### src/rtl/axi_rd_arbiter.sv
// Two-requester AXI4 read-channel arbiter holding one outstanding burst at a time.
// Define AXI_RD_ARB_RR_EN for round-robin arbitration; otherwise requester 0 has fixed priority.
module axi_rd_arbiter #(
  parameter int ADDR_W = 64,
  parameter int DATA_W = 128
) (
  input  logic                  clock,
  input  logic                  reset,
  input  logic [1:0]            s_arvalid,
  input  logic [2*ADDR_W-1:0]   s_araddr,
  input  logic [7:0]            s_arid,
  input  logic [15:0]           s_arlen,
  input  logic [5:0]            s_arsize,
  input  logic [3:0]            s_arburst,
  output logic [1:0]            s_arready,
  output logic [1:0]            s_rvalid,
  input  logic [1:0]            s_rready,
  output logic [DATA_W-1:0]     s_rdata,
  output logic [1:0]            s_rresp,
  output logic                  s_rlast,
  output logic [3:0]            s_rid,
  output logic                  m_arvalid,
  output logic [ADDR_W-1:0]     m_araddr,
  output logic [3:0]            m_arid,
  output logic [7:0]            m_arlen,
  output logic [2:0]            m_arsize,
  output logic [1:0]            m_arburst,
  input  logic                  m_arready,
  input  logic                  m_rvalid,
  output logic                  m_rready,
  input  logic [DATA_W-1:0]     m_rdata,
  input  logic [1:0]            m_rresp,
  input  logic                  m_rlast,
  input  logic [3:0]            m_rid
);

  typedef enum logic [1:0] {
    IDLE = 2'd0,
    ADDR = 2'd1,
    DATA = 2'd2
  } state_e;

  state_e              state_q;
  logic                grant_q;
  logic                last_q;
  logic                m_arvalid_q;
  logic [ADDR_W-1:0]   m_araddr_q;
  logic [3:0]          m_arid_q;
  logic [7:0]          m_arlen_q;
  logic [2:0]          m_arsize_q;
  logic [1:0]          m_arburst_q;

  logic                win;
  logic                ar_fire;
  logic                r_done;
  logic [ADDR_W-1:0]   sel_addr;
  logic [3:0]          sel_id;
  logic [7:0]          sel_len;
  logic [2:0]          sel_size;
  logic [1:0]          sel_burst;

  always_comb begin
`ifdef AXI_RD_ARB_RR_EN
    if (&s_arvalid) win = ~last_q;
    else            win = s_arvalid[1];
`else
    win = s_arvalid[1] & ~s_arvalid[0];
`endif
  end

`ifndef AXI_RD_ARB_RR_EN
  // last_q is still tracked in fixed-priority builds so both variants share state.
  logic last_unused;
  assign last_unused = last_q;
`endif

  always_comb begin
    if (win) begin
      sel_addr  = s_araddr[2*ADDR_W-1:ADDR_W];
      sel_id    = s_arid[7:4];
      sel_len   = s_arlen[15:8];
      sel_size  = s_arsize[5:3];
      sel_burst = s_arburst[3:2];
    end else begin
      sel_addr  = s_araddr[ADDR_W-1:0];
      sel_id    = s_arid[3:0];
      sel_len   = s_arlen[7:0];
      sel_size  = s_arsize[2:0];
      sel_burst = s_arburst[1:0];
    end
  end

  // The reset term keeps arready low while reset is held, even though IDLE is decoded then.
  assign ar_fire   = (state_q == IDLE) & (|s_arvalid) & reset;
  assign s_arready = ar_fire ? (win ? 2'b10 : 2'b01) : 2'b00;

  assign m_rready = (state_q == DATA) & (grant_q ? s_rready[1] : s_rready[0]);
  assign s_rvalid = (state_q != DATA) ? 2'b00
                  : (grant_q ? {m_rvalid, 1'b0} : {1'b0, m_rvalid});
  assign r_done   = (state_q == DATA) & m_rvalid & m_rready & m_rlast;

  assign s_rdata = m_rdata;
  assign s_rresp = m_rresp;
  assign s_rlast = m_rlast;
  assign s_rid   = m_rid;

  assign m_arvalid = m_arvalid_q;
  assign m_araddr  = m_araddr_q;
  assign m_arid    = m_arid_q;
  assign m_arlen   = m_arlen_q;
  assign m_arsize  = m_arsize_q;
  assign m_arburst = m_arburst_q;

  always_ff @(posedge clock or negedge reset) begin
    if (!reset) begin
      state_q     <= IDLE;
      grant_q     <= 1'b0;
      last_q      <= 1'b0;
      m_arvalid_q <= 1'b0;
      m_araddr_q  <= '0;
      m_arid_q    <= '0;
      m_arlen_q   <= '0;
      m_arsize_q  <= '0;
      m_arburst_q <= '0;
    end else begin
      case (state_q)
        IDLE: begin
          if (ar_fire) begin
            m_araddr_q  <= sel_addr;
            m_arid_q    <= sel_id;
            m_arlen_q   <= sel_len;
            m_arsize_q  <= sel_size;
            m_arburst_q <= sel_burst;
            grant_q     <= win;
            last_q      <= win;
            m_arvalid_q <= 1'b1;
            state_q     <= ADDR;
          end
        end
        ADDR: begin
          if (m_arready) begin
            m_arvalid_q <= 1'b0;
            state_q     <= DATA;
          end
        end
        DATA: begin
          if (r_done) state_q <= IDLE;
        end
        default: begin
          m_arvalid_q <= 1'b0;
          state_q     <= IDLE;
        end
      endcase
    end
  end

endmodule

### config.mk
export PLATFORM = sky130hd
export DESIGN_NAME = axi_rd_arbiter
export DESIGN_NICKNAME = d
export VERILOG_FILES = /design/src/rtl/axi_rd_arbiter.sv
export SDC_FILE = /design/constraint.sdc
export NUM_CORES = 1
export LEC_CHECK = 0
export CAP_MARGIN = 20
export CORE_AREA = 2 2 204 206
export DETAILED_ROUTE_END_ITERATION = 10
export DIE_AREA = 0 0 206 208
export PLACE_DENSITY = 0.5
export SLEW_MARGIN = 5
export SYNTH_ARGS = -nofsm -noshare
export SYNTH_HDL_FRONTEND = slang
export SYNTH_SLANG_ARGS = --single-unit
### constraint.sdc
create_clock -name clock -period 1.7 [get_ports clock]
set_input_delay 0.255 -clock clock [delete_from_list [all_inputs] [get_ports clock]]
set_output_delay 0.255 -clock clock [all_outputs]
set_load 0.01 [all_outputs]
==> flow_summary_export.csv, run 1 <==
group,metric,value,unit
run_status,status,"complete, but fails checks",
run_status,violations,"setup timing",
pwr,leakage,3.22,nW
layout,area_growth,63.3,%
yosys,ys_warn_count,0,
yosys,async_flop_share,100,%
yosys,syn_nets,838,
routing,post_drt_wl_per_cell,22.7,um
timing,rsz0062_at_grt,"true",
routing,drc,0,
worst_setup_path,startpoint_type,"register",
yosys,synthTopCellsByCount,"buf_4, dfrtp_1, nand2_1",
min_path,hold_path_class,"in2async",
die,num_rows,74,
routing,drtIter0Drc,178,
global_routing,antenna_found_initial,0,
worst_setup_path,crit_fanout,7,
worst_setup_path,critical_path_class,"reg2reg",
yosys,synth_area,0.00529,mm^2
routing,wl_met1,9.44,mm
global_routing,grt_max_degree,59,
yosys,synthTopCellsByArea,"dfrtp_1, buf_4, a32oi_1",
place,post-place-ws,-0.388,ns
worst_setup_path,end_kind,"register",
layout,final_cells,1210,
pwr,power_density,1540,mW/mm^2
global_routing,overflow,0,
pwr,ir_drop,0.602,mV
yosys,yosysTopAreaCell,"dfrtp_1",
layout,post-route-util,21.3,%
timing,max_freq,565,MHz
worst_setup_path,cp.required,1.96,ns
global_routing,grt_first_pass_wirelength,33.7,mm
yosys,synth_edf_count,0,
timing,finalSetupViolCount,45,
cts,clk_pin_slew,0.07,ns
cts,clock_path_buffers,2,
place,place.gp.congestion,0.714,
routing,drt_first_pass_iters,6,
pwr,combinationalPowerShare,53.9,%
routing,avgViaCountPerCell,4.07,
die,start_util,13.0,%
place,dpl.hpwl,18.5,mm
pwr,p_int,0.00838,W
place,portBuffers,258,
die,die_x,206,um
pwr,p_sw_share,37.0,%
yosys,syn_inst,533,
timing,period_minus_slack,1.77,ns
worst_setup_path,crit_path_max_incr_delay,0.46,ns
yosys,synth.avg_cell_area,9.93,um^2
layout,nets,977,
routing,drtAntennaViolNets,0,
yosys,yosysUniqueCellTypes,25,
worst_setup_path,cp.arrival,2.03,ns
cts,cts_tree,"built",
global_routing,grt_pass1_vias,4829,
die,die_area,0.0428,mm^2
place,dp.cells,1171,
die,io_pins,527,
timing,tightest_slew,0.866,ns
pwr,p_switching,0.00492,W
global_routing,grt_usage,11.0,%
timing,hold_viol_final,0,
timing,fin_ws,-0.0712,ns
yosys,ys_seq_elements,85,
routing,wl_met3,3.38,mm
routing,dr_wl_met2,13.7,mm
worst_setup_path,cp_cell_sequence,"buf_6 > or3b_4 > buf_12 > clkbuf_16 > a22oi_2 > nand2_1",
cts,ctsRootBufferMaster,"clkbuf_16",
pwr,clkPwrFrac,15.1,%
layout,drive_above_1_share,23.6,%
cts,h-tree-depth,3,
timing,slew_headroom,42.3,%
timing,slew_viol_final,0,
worst_setup_path,slowest_stage,"or3b_4",
yosys,yosys.cell_count.top_type,"buf_4",
pwr,p_seq_share,31.0,%
cts,cts_buffers,9,
cts,cts_num_sinks,85,
routing,vias,4922,
routing,wirelength,27.5,mm
die,core_area,0.0406,mm^2
timing,fin_skew,0.0148,ns
routing,highest_layer,"met4",
die,die_h,208,um
yosys,seq_area_frac_synth,40.2,%
cts,clk_latency,0.38,ns
timing,period_share,104,%
yosys,ys.flop_type,"dfrtp_1",
job,drv_cap,0,
yosys,synth_top_area_share,40.2,%
per-stage QoR:
| stage | TNS, ns | hold slack [ns] | area [um^2] | power (W) |
|---|---|---|---|---|
| floorplan | 0 | -0.0406 | 5290 | 0.00685 |
| global route | -5.00 | 0.211 | 8640 | 0.0142 |
| CTS | -3.34 | 0.159 | 7920 | 0.0122 |
| global placement | -23.34 | 0.0724 | 7590 | 0.00984 |
| detailed placement | -25.59 | 0.0738 | 7590 | 0.00992 |
| finish | -0.973 | 0.150 | 8640 | 0.0133 |
power groups by stage:
stage                     combinational [W]  sequential, W  clock, W
after CTS                           0.00599        0.00399   0.00217
after floorplan                     0.00251        0.00434         0
after global routing                0.00768        0.00425   0.00222
after detailed placement            0.00594        0.00398         0
after global placement              0.00587        0.00397         0
final                               0.00717        0.00412   0.00201
what timing repair did:
| action | CTS | global route |
|---|---|---|
| cloned | 0 | 13 |
| pin swaps | 0 | 79 |
| hold buffers | 1 | 0 |
| setup buffers | 1 | 7 |
| hold endpoints to repair | 27 | 0 |
| resized for setup | 30 | 80 |
| endpoints found under the setup margin | 58 | 77 |
layout by cell type, fill, tap and decap left out, types with 3 or more instances in the layout:
cell and n:
buf_12 11, nand2_1 84, buf_4 17, o21ai_0 3
clkdlybuf4s50_1 250, nor2_1 5, clkdlybuf4s15_2 3, clkinv_2 3
buf_6 10, dfrtp_1 84, clkbuf_16 18, a22oi_2 80
a32oi_1 81
registers in the layout, summed over array words and instances, names as in the netlist:
register and flops:
m_arid 4, m_arsize 3, state_q 2, m_arlen 8, m_arburst 2, m_arvalid 1, m_araddr 64, grant_q 1
worst max-delay path: cells and delay by family, from the launching register on:
family	cells	cell delay [ns]
flip-flops	1	0.44
buffers and inverters	3	0.49
AND/OR/NAND/NOR	2	0.53
AO/OA/AOI/OAI	1	0.18
path summary, 6_finish.rpt:
kind                               from      endpoint  slack [ns]  cells after the start
max                          state_q[0]  m_araddr[36]       -0.07                      6
min                               reset     m_arvalid        0.15                      2
max reg2reg                  state_q[0]  m_araddr[36]       -0.07                      6
min reg2reg                m_araddr[10]  m_araddr[10]        0.53                      2
max in group asynchronous         reset  m_araddr[17]        0.81                      3
min in group clock                reset     m_arvalid        0.27                      3
layer usage:
layer	up-vias	global-route usage, %
met1	2403	11.0
met4	0	5.47
met3	43	6.42
met5	-	0
li1	2137	-
met2	339	18.2
final cells by class:
type,instances,area (um^2)
diodes,1,2.50
flip-flops and latches,85,2130
clock inverters,4,22.5
clock buffers,12,256
well taps,532,666
repair buffers,306,3320
multi-input cells,268,2230
inverters,2,7.51
fillers,4469,31900
logic make-up after synthesis:
logic type | Yosys count | synth area share [%]
buf+inv | 180 | 24.2
simple gates | 100 | 7.95
compound gates | 166 | 27.2
flops | 85 | 40.2
mux | 2 | 0.402
Power figures use the tool's default switching activity.
==> run 2: changes to the inputs <==
--- a/config.mk
+++ b/config.mk
@@ -10,6 +10,7 @@
 export DETAILED_ROUTE_END_ITERATION = 10
 export DIE_AREA = 0 0 206 208
 export PLACE_DENSITY = 0.5
+export SKIP_CTS_REPAIR_TIMING = 1
 export SLEW_MARGIN = 5
 export SYNTH_ARGS = -nofsm -noshare
 export SYNTH_HDL_FRONTEND = slang
==> run 2 against run 1 <==
Compared with the run above:
- the flow still finishes with violations (setup timing)
- sequential power is 1% lower
- core utilization is 0.56 points lower
- power is 3.7% lower
- first-iteration DRC count shrank 15%
- clock-buffer cell count unchanged
==> flow_summary_export.csv, run 2 (synthesis gave the netlist of run 1 again) <==
group,metric,value,unit
run_status,status,"complete, but fails checks",
run_status,violations,"setup timing",
worst_setup_path,cp.arrival,2.00,ns
global_routing,grt_usage,11.0,%
timing,period_share,103,%
pwr,p_seq_share,31.7,%
layout,final_cells,1205,
pwr,ir_drop,0.598,mV
pwr,p_total,0.0128,W
place,place.gp.congestion,0.714,
place,dpl.hpwl,18.5,mm
cts,clk_pin_slew,0.07,ns
worst_setup_path,cp.required,1.96,ns
cts,clock_path_buffers,2,
pwr,clkPwrFrac,15.8,%
die,start_util,13.0,%
worst_setup_path,crit_fanout,10,
global_routing,grt_max_degree,59,
layout,final_cell_mix,"clkdlybuf4s50_1, nand2_1, dfrtp_1",
layout,largest_reg_flops,64,
routing,drtAntennaViolNets,0,
timing,fin_skew,0.0101,ns
die,die_area,0.0428,mm^2
cts,ctsRootBufferMaster,"clkbuf_16",
routing,post_drt_wl_per_cell,22.2,um
cts,cts_buffers,9,
timing,tightest_slew,0.870,ns
layout,nets,973,
worst_setup_path,end_kind,"register",
die,io_pins,527,
timing,period_minus_slack,1.74,ns
cts,cts_num_sinks,85,
worst_setup_path,r2r_start,"state_q[1]",
place,portBuffers,258,
job,drv_cap,0,
place,dp.cells,1171,
die,die_x,206,um
die,num_rows,74,
timing,fin_ws,-0.0441,ns
layout,area_growth,59.0,%
timing,max_freq,573,MHz
min_path,hold_path_class,"in2async",
pwr,leakage,3.21,nW
global_routing,overflow,0,
routing,avgViaCountPerCell,4.04,
worst_setup_path,rr_endpoint,"m_araddr[38]",
cts,h-tree-depth,3,
routing,drc,0,
pwr,p_int,0.00808,W
timing,hold_viol_final,0,
cts,cts_tree,"built",
worst_setup_path,r2r_cells,6,
layout,antennaDiodeCount,0,
pwr,power_density,1520,mW/mm^2
layout,drive_above_1_share,19.0,%
routing,drtIter0Drc,152,
pwr,p_sw_share,36.9,%
worst_setup_path,reg2reg_setup_slack,-0.04,ns
layout,nFillCells,4497,
timing,finalSetupViolCount,39,
global_routing,grt_first_pass_wirelength,33.5,mm
timing,slew_headroom,42.0,%
layout,post-route-util,20.7,%
routing,drt_first_pass_iters,4,
layout,final_common_cell,"clkdlybuf4s50_1",
timing,slew_viol_final,0,
die,core_area,0.0406,mm^2
pwr,p_switching,0.00473,W
routing,vias,4863,
worst_setup_path,critical_path_class,"reg2reg",
die,die_h,208,um
pwr,combinationalPowerShare,52.5,%
cts,clk_latency,0.38,ns
timing,tns,-0.985,ns
worst_setup_path,startpoint_type,"register",
routing,wirelength,26.7,mm
global_routing,grt_pass1_vias,4819,
global_routing,antenna_found_initial,0,
timing,rsz0062_at_grt,"true",
[run 2: final cells by class]
class | count | area, um^2 | share of cell area [%]
Sequential cell | 85 | 2130 | 25.3
Clock inverter | 4 | 22.5 | 0.268
Inverter | 2 | 7.51 | 0.0892
Timing Repair Buffer | 302 | 3230 | 38.4
Clock buffer | 12 | 256 | 3.05
Tap cell | 532 | 666 | 7.91
Multi-Input combinational cell | 268 | 2100 | 25.0
[run 2: per-stage QoR]
step / hold slack, ns / instance area [um^2] / setup slack (ns)
floorplan: -0.0406 / 5290 / 0.190
global placement: 0.0724 / 7590 / -0.397
detailed placement: 0.0738 / 7590 / -0.388
CTS: -0.365 / 7870 / -0.528
global route: 0.209 / 8410 / -0.109
finish: 0.149 / 8410 / -0.0441
[run 2: metal layers]
metal  GRT usage (%)  vias up  share of wire [%]
li1                -     2123                  -
met4            5.49        0                3.4
met1            11.0     2360                 35
met2            18.1      337                 49
met5               0        -                  0
met3            6.27       43                 13
[run 2: power groups by stage]
stage                     clock network (W)  logic (W)  registers, W
after global routing                0.00223    0.00723       0.00420
after floorplan                           0    0.00251       0.00434
after global placement                    0    0.00587       0.00397
after detailed placement                  0    0.00594       0.00398
after CTS                           0.00217    0.00593       0.00399
final                               0.00202    0.00672       0.00406
[run 2: worst max-delay path by stage]
| stage | startpoint | to | slack, ns |
|---|---|---|---|
| 6_report | state_q[1] | m_araddr[38] | -0.04 |
| 4_1_cts | state_q[1] | m_rready | -0.53 |
| 5_1_grt | state_q[1] | m_araddr[44] | -0.11 |
| 3_5_place_dp | s_arvalid[1] | m_araddr[63] | -0.39 |
| 3_3_place_gp | s_arvalid[1] | s_arready[1] | -0.40 |
| 2_1_floorplan | state_q[1] | s_arready[1] | 0.19 |
[run 2: worst max-delay path, cell delays in order, from the launching register on]
cell and delay, ns:
dfrtp_1 0.43, buf_6 0.15, or3b_4 0.45, buf_12 0.16, clkbuf_16 0.18, a22oi_1 0.19, nand2_1 0.07
==> run 3: changes to the inputs <==
--- a/config.mk
+++ b/config.mk
@@ -6,10 +6,11 @@
 export NUM_CORES = 1
 export LEC_CHECK = 0
 export CAP_MARGIN = 20
-export CORE_AREA = 2 2 204 206
+export CORE_AREA = 2 2 203 205
 export DETAILED_ROUTE_END_ITERATION = 10
-export DIE_AREA = 0 0 206 208
-export PLACE_DENSITY = 0.5
+export DIE_AREA = 0 0 205 207
+export PLACE_DENSITY = 0.52
+export SETUP_SLACK_MARGIN = 0.2
 export SKIP_CTS_REPAIR_TIMING = 1
 export SLEW_MARGIN = 5
 export SYNTH_ARGS = -nofsm -noshare
==> constraint.sdc (replaced) <==
create_clock -name clock -period 1.5 [get_ports clock]
set_input_delay 0.225 -clock clock [delete_from_list [all_inputs] [get_ports clock]]
set_output_delay 0.225 -clock clock [all_outputs]
set_load 0.01 [all_outputs]
==> run 3 against run 2 <==
Compared with the run above:
- the flow finishes with violations (hold timing, setup timing)
- via count down 0.93%
- clock skew up 0.00054 ns
- cell area up 0.45%
- worst hold slack worse by 0.17 ns
- clock-buffer cell count down 2
- setup slack worse by 0.17 ns
==> flow_summary_export.csv, run 3 (synthesis gave the netlist of run 1 again) <==
group,metric,value,unit
layout,area_growth,59.7,%
pwr,power_density,1650,mW/mm^2
layout,nFillCells,4448,
global_routing,antenna_found_initial,0,
global_routing,grt_pass1_vias,4876,
timing,finalSetupViolCount,86,
routing,avgViaCountPerCell,4.02,
global_routing,grt_first_pass_wirelength,33.2,mm
global_routing,overflow,0,
timing,max_freq,582,MHz
worst_setup_path,crit_fanout,44,
timing,fin_skew,0.0106,ns
timing,fin_ws,-0.218,ns
layout,final_cells,1198,
die,num_rows,74,
layout,final_cell_area,0.00845,mm^2
die,core_area,0.0404,mm^2
routing,vias,4818,
die,die_h,207,um
timing,hold_viol_final,17,
worst_setup_path,critPathLaunch,"state_q[1]",
worst_setup_path,r2r_start,"state_q[1]",
layout,seq_area,0.00213,mm^2
worst_setup_path,cp.arrival,1.96,ns
place,portBuffers,258,
die,die_area,0.0424,mm^2
pwr,p_total,0.0139,W
worst_setup_path,end_kind,"register",
timing,slew_viol_final,0,
layout,final_cell_mix,"clkdlybuf4s50_1, nand2_1, dfrtp_1, dlymetal6s2s_1, a32oi_1",
layout,antennaDiodeCount,0,
timing,rsz0062_at_grt,"true",
cts,cts_buffers,9,
cts,clk_latency,0.37,ns
die,start_util,13.1,%
timing,period_share,115,%
routing,drtAntennaViolNets,0,
run_status,violations,"hold timing, setup timing",
global_routing,grt_usage,10.7,%
layout,nets,966,
worst_setup_path,startpoint_type,"register",
routing,drt_first_pass_iters,4,
worst_setup_path,r2r_cells,5,
timing,tightest_slew,1.00,ns
worst_setup_path,critical_path_class,"reg2reg",
layout,drive_above_1_share,18.3,%
routing,wirelength,25.0,mm
cts,cts_tree,"built",
place,dp.cells,1172,
routing,drtIter0Drc,159,
routing,drc,0,
timing,timing.hold.ws,-0.0258,ns
routing,post_drt_wl_per_cell,20.9,um
run_status,status,"complete, but fails checks",
cts,h-tree-depth,3,
place,place.gp.congestion,0.724,
layout,final_common_cell,"clkdlybuf4s50_1",
cts,cts_num_sinks,85,
die,io_pins,527,
cts,ctsRootBufferMaster,"clkbuf_16",
cts,clock_path_buffers,2,
place,dpl.hpwl,17.5,mm
worst_setup_path,rr_endpoint,"m_araddr[6]",
timing,slew_headroom,33.2,%
worst_setup_path,cp.required,1.74,ns
min_path,hold_path_class,"in2async",
pwr,leakage,3.86,nW
timing,period_minus_slack,1.72,ns
cts,clk_pin_slew,0.07,ns
place,dpl-instance-area,0.00757,mm^2
pwr,ir_drop,0.565,mV
worst_setup_path,reg2reg_setup_slack,-0.22,ns
layout,largest_reg_flops,64,
global_routing,grt_max_degree,72,
job,drv_cap,0,
worst_setup_path,slowest_stage,"dfrtp_2",
worst_setup_path,cp_cell_sequence,"buf_4 > or3b_4 > buf_12 > a22oi_1 > nand2_1",
layout,multi_input_area,0.00208,mm^2
die,die_x,205,um
worst_setup_path,crit_path_max_incr_delay,0.45,ns
-- run 3: cell count changes in the layout (fill, tap and decap cells not counted), sizes merged --
cell           delta
clkbuf            -8
bufinv            +1
clkinvlp          -1
buf               +1
clkinv            +2
dlymetal6s2s     +79
clkdlybuf4s50    -81
-- run 3: worst max-delay path by stage --
stage                   endpoint  depth (start not counted)  slack (ns)
floorplan            m_araddr[0]                          6        0.04
global placement    s_arready[1]                          4       -0.57
detailed placement  s_arready[1]                          4       -0.58
CTS                  s_rvalid[1]                          5       -0.76
global route         s_rvalid[0]                          6       -0.27
finish               m_araddr[6]                          5       -0.22
-- run 3: worst max-delay path: cells and delay by family (launching register included) --
| kind | cells | cell delay [ns] |
|---|---|---|
| flops | 1 | 0.45 |
| buf+inv | 2 | 0.36 |
| compound gates | 1 | 0.22 |
| simple gates | 2 | 0.49 |
-- run 3: per-layer routing --
metal,track usage (%),vias to the layer above,share of wire (%)
li1,-,2112,-
met1,11.4,2329,36
met2,16.9,304,49
met3,5.02,71,11
met4,6.43,2,4.4
met5,0.922,-,0.17
-- run 3: cell type report --
type	instances	area share [%]
clock buffers	10	2.83
clock inverters	6	0.740
inverters	2	0.0888
multi-input cells	268	24.7
flip-flops and latches	85	25.2
well taps	532	7.88
repair buffers	295	38.6
-- run 3: report_power, final --
part / total, W / internal [W] / switching [W] / leakage (nW)
logic: 0.00695 / 0.00392 / 0.00303 / 2.71
clock network: 0.00240 / 0.00134 / 0.00107 / 0.152
registers: 0.00456 / 0.00349 / 0.00107 / 0.992
-- run 3: stage by stage --
step	worst slack [ns]	util, %	setup TNS [ns]
finish	-0.218	20.9	-13.25
global placement	-0.573	18.7	-37.87
CTS	-0.756	19.5	-24.31
detailed placement	-0.581	18.7	-38.04
floorplan	0.0353	-	0
global route	-0.273	20.9	-17.90
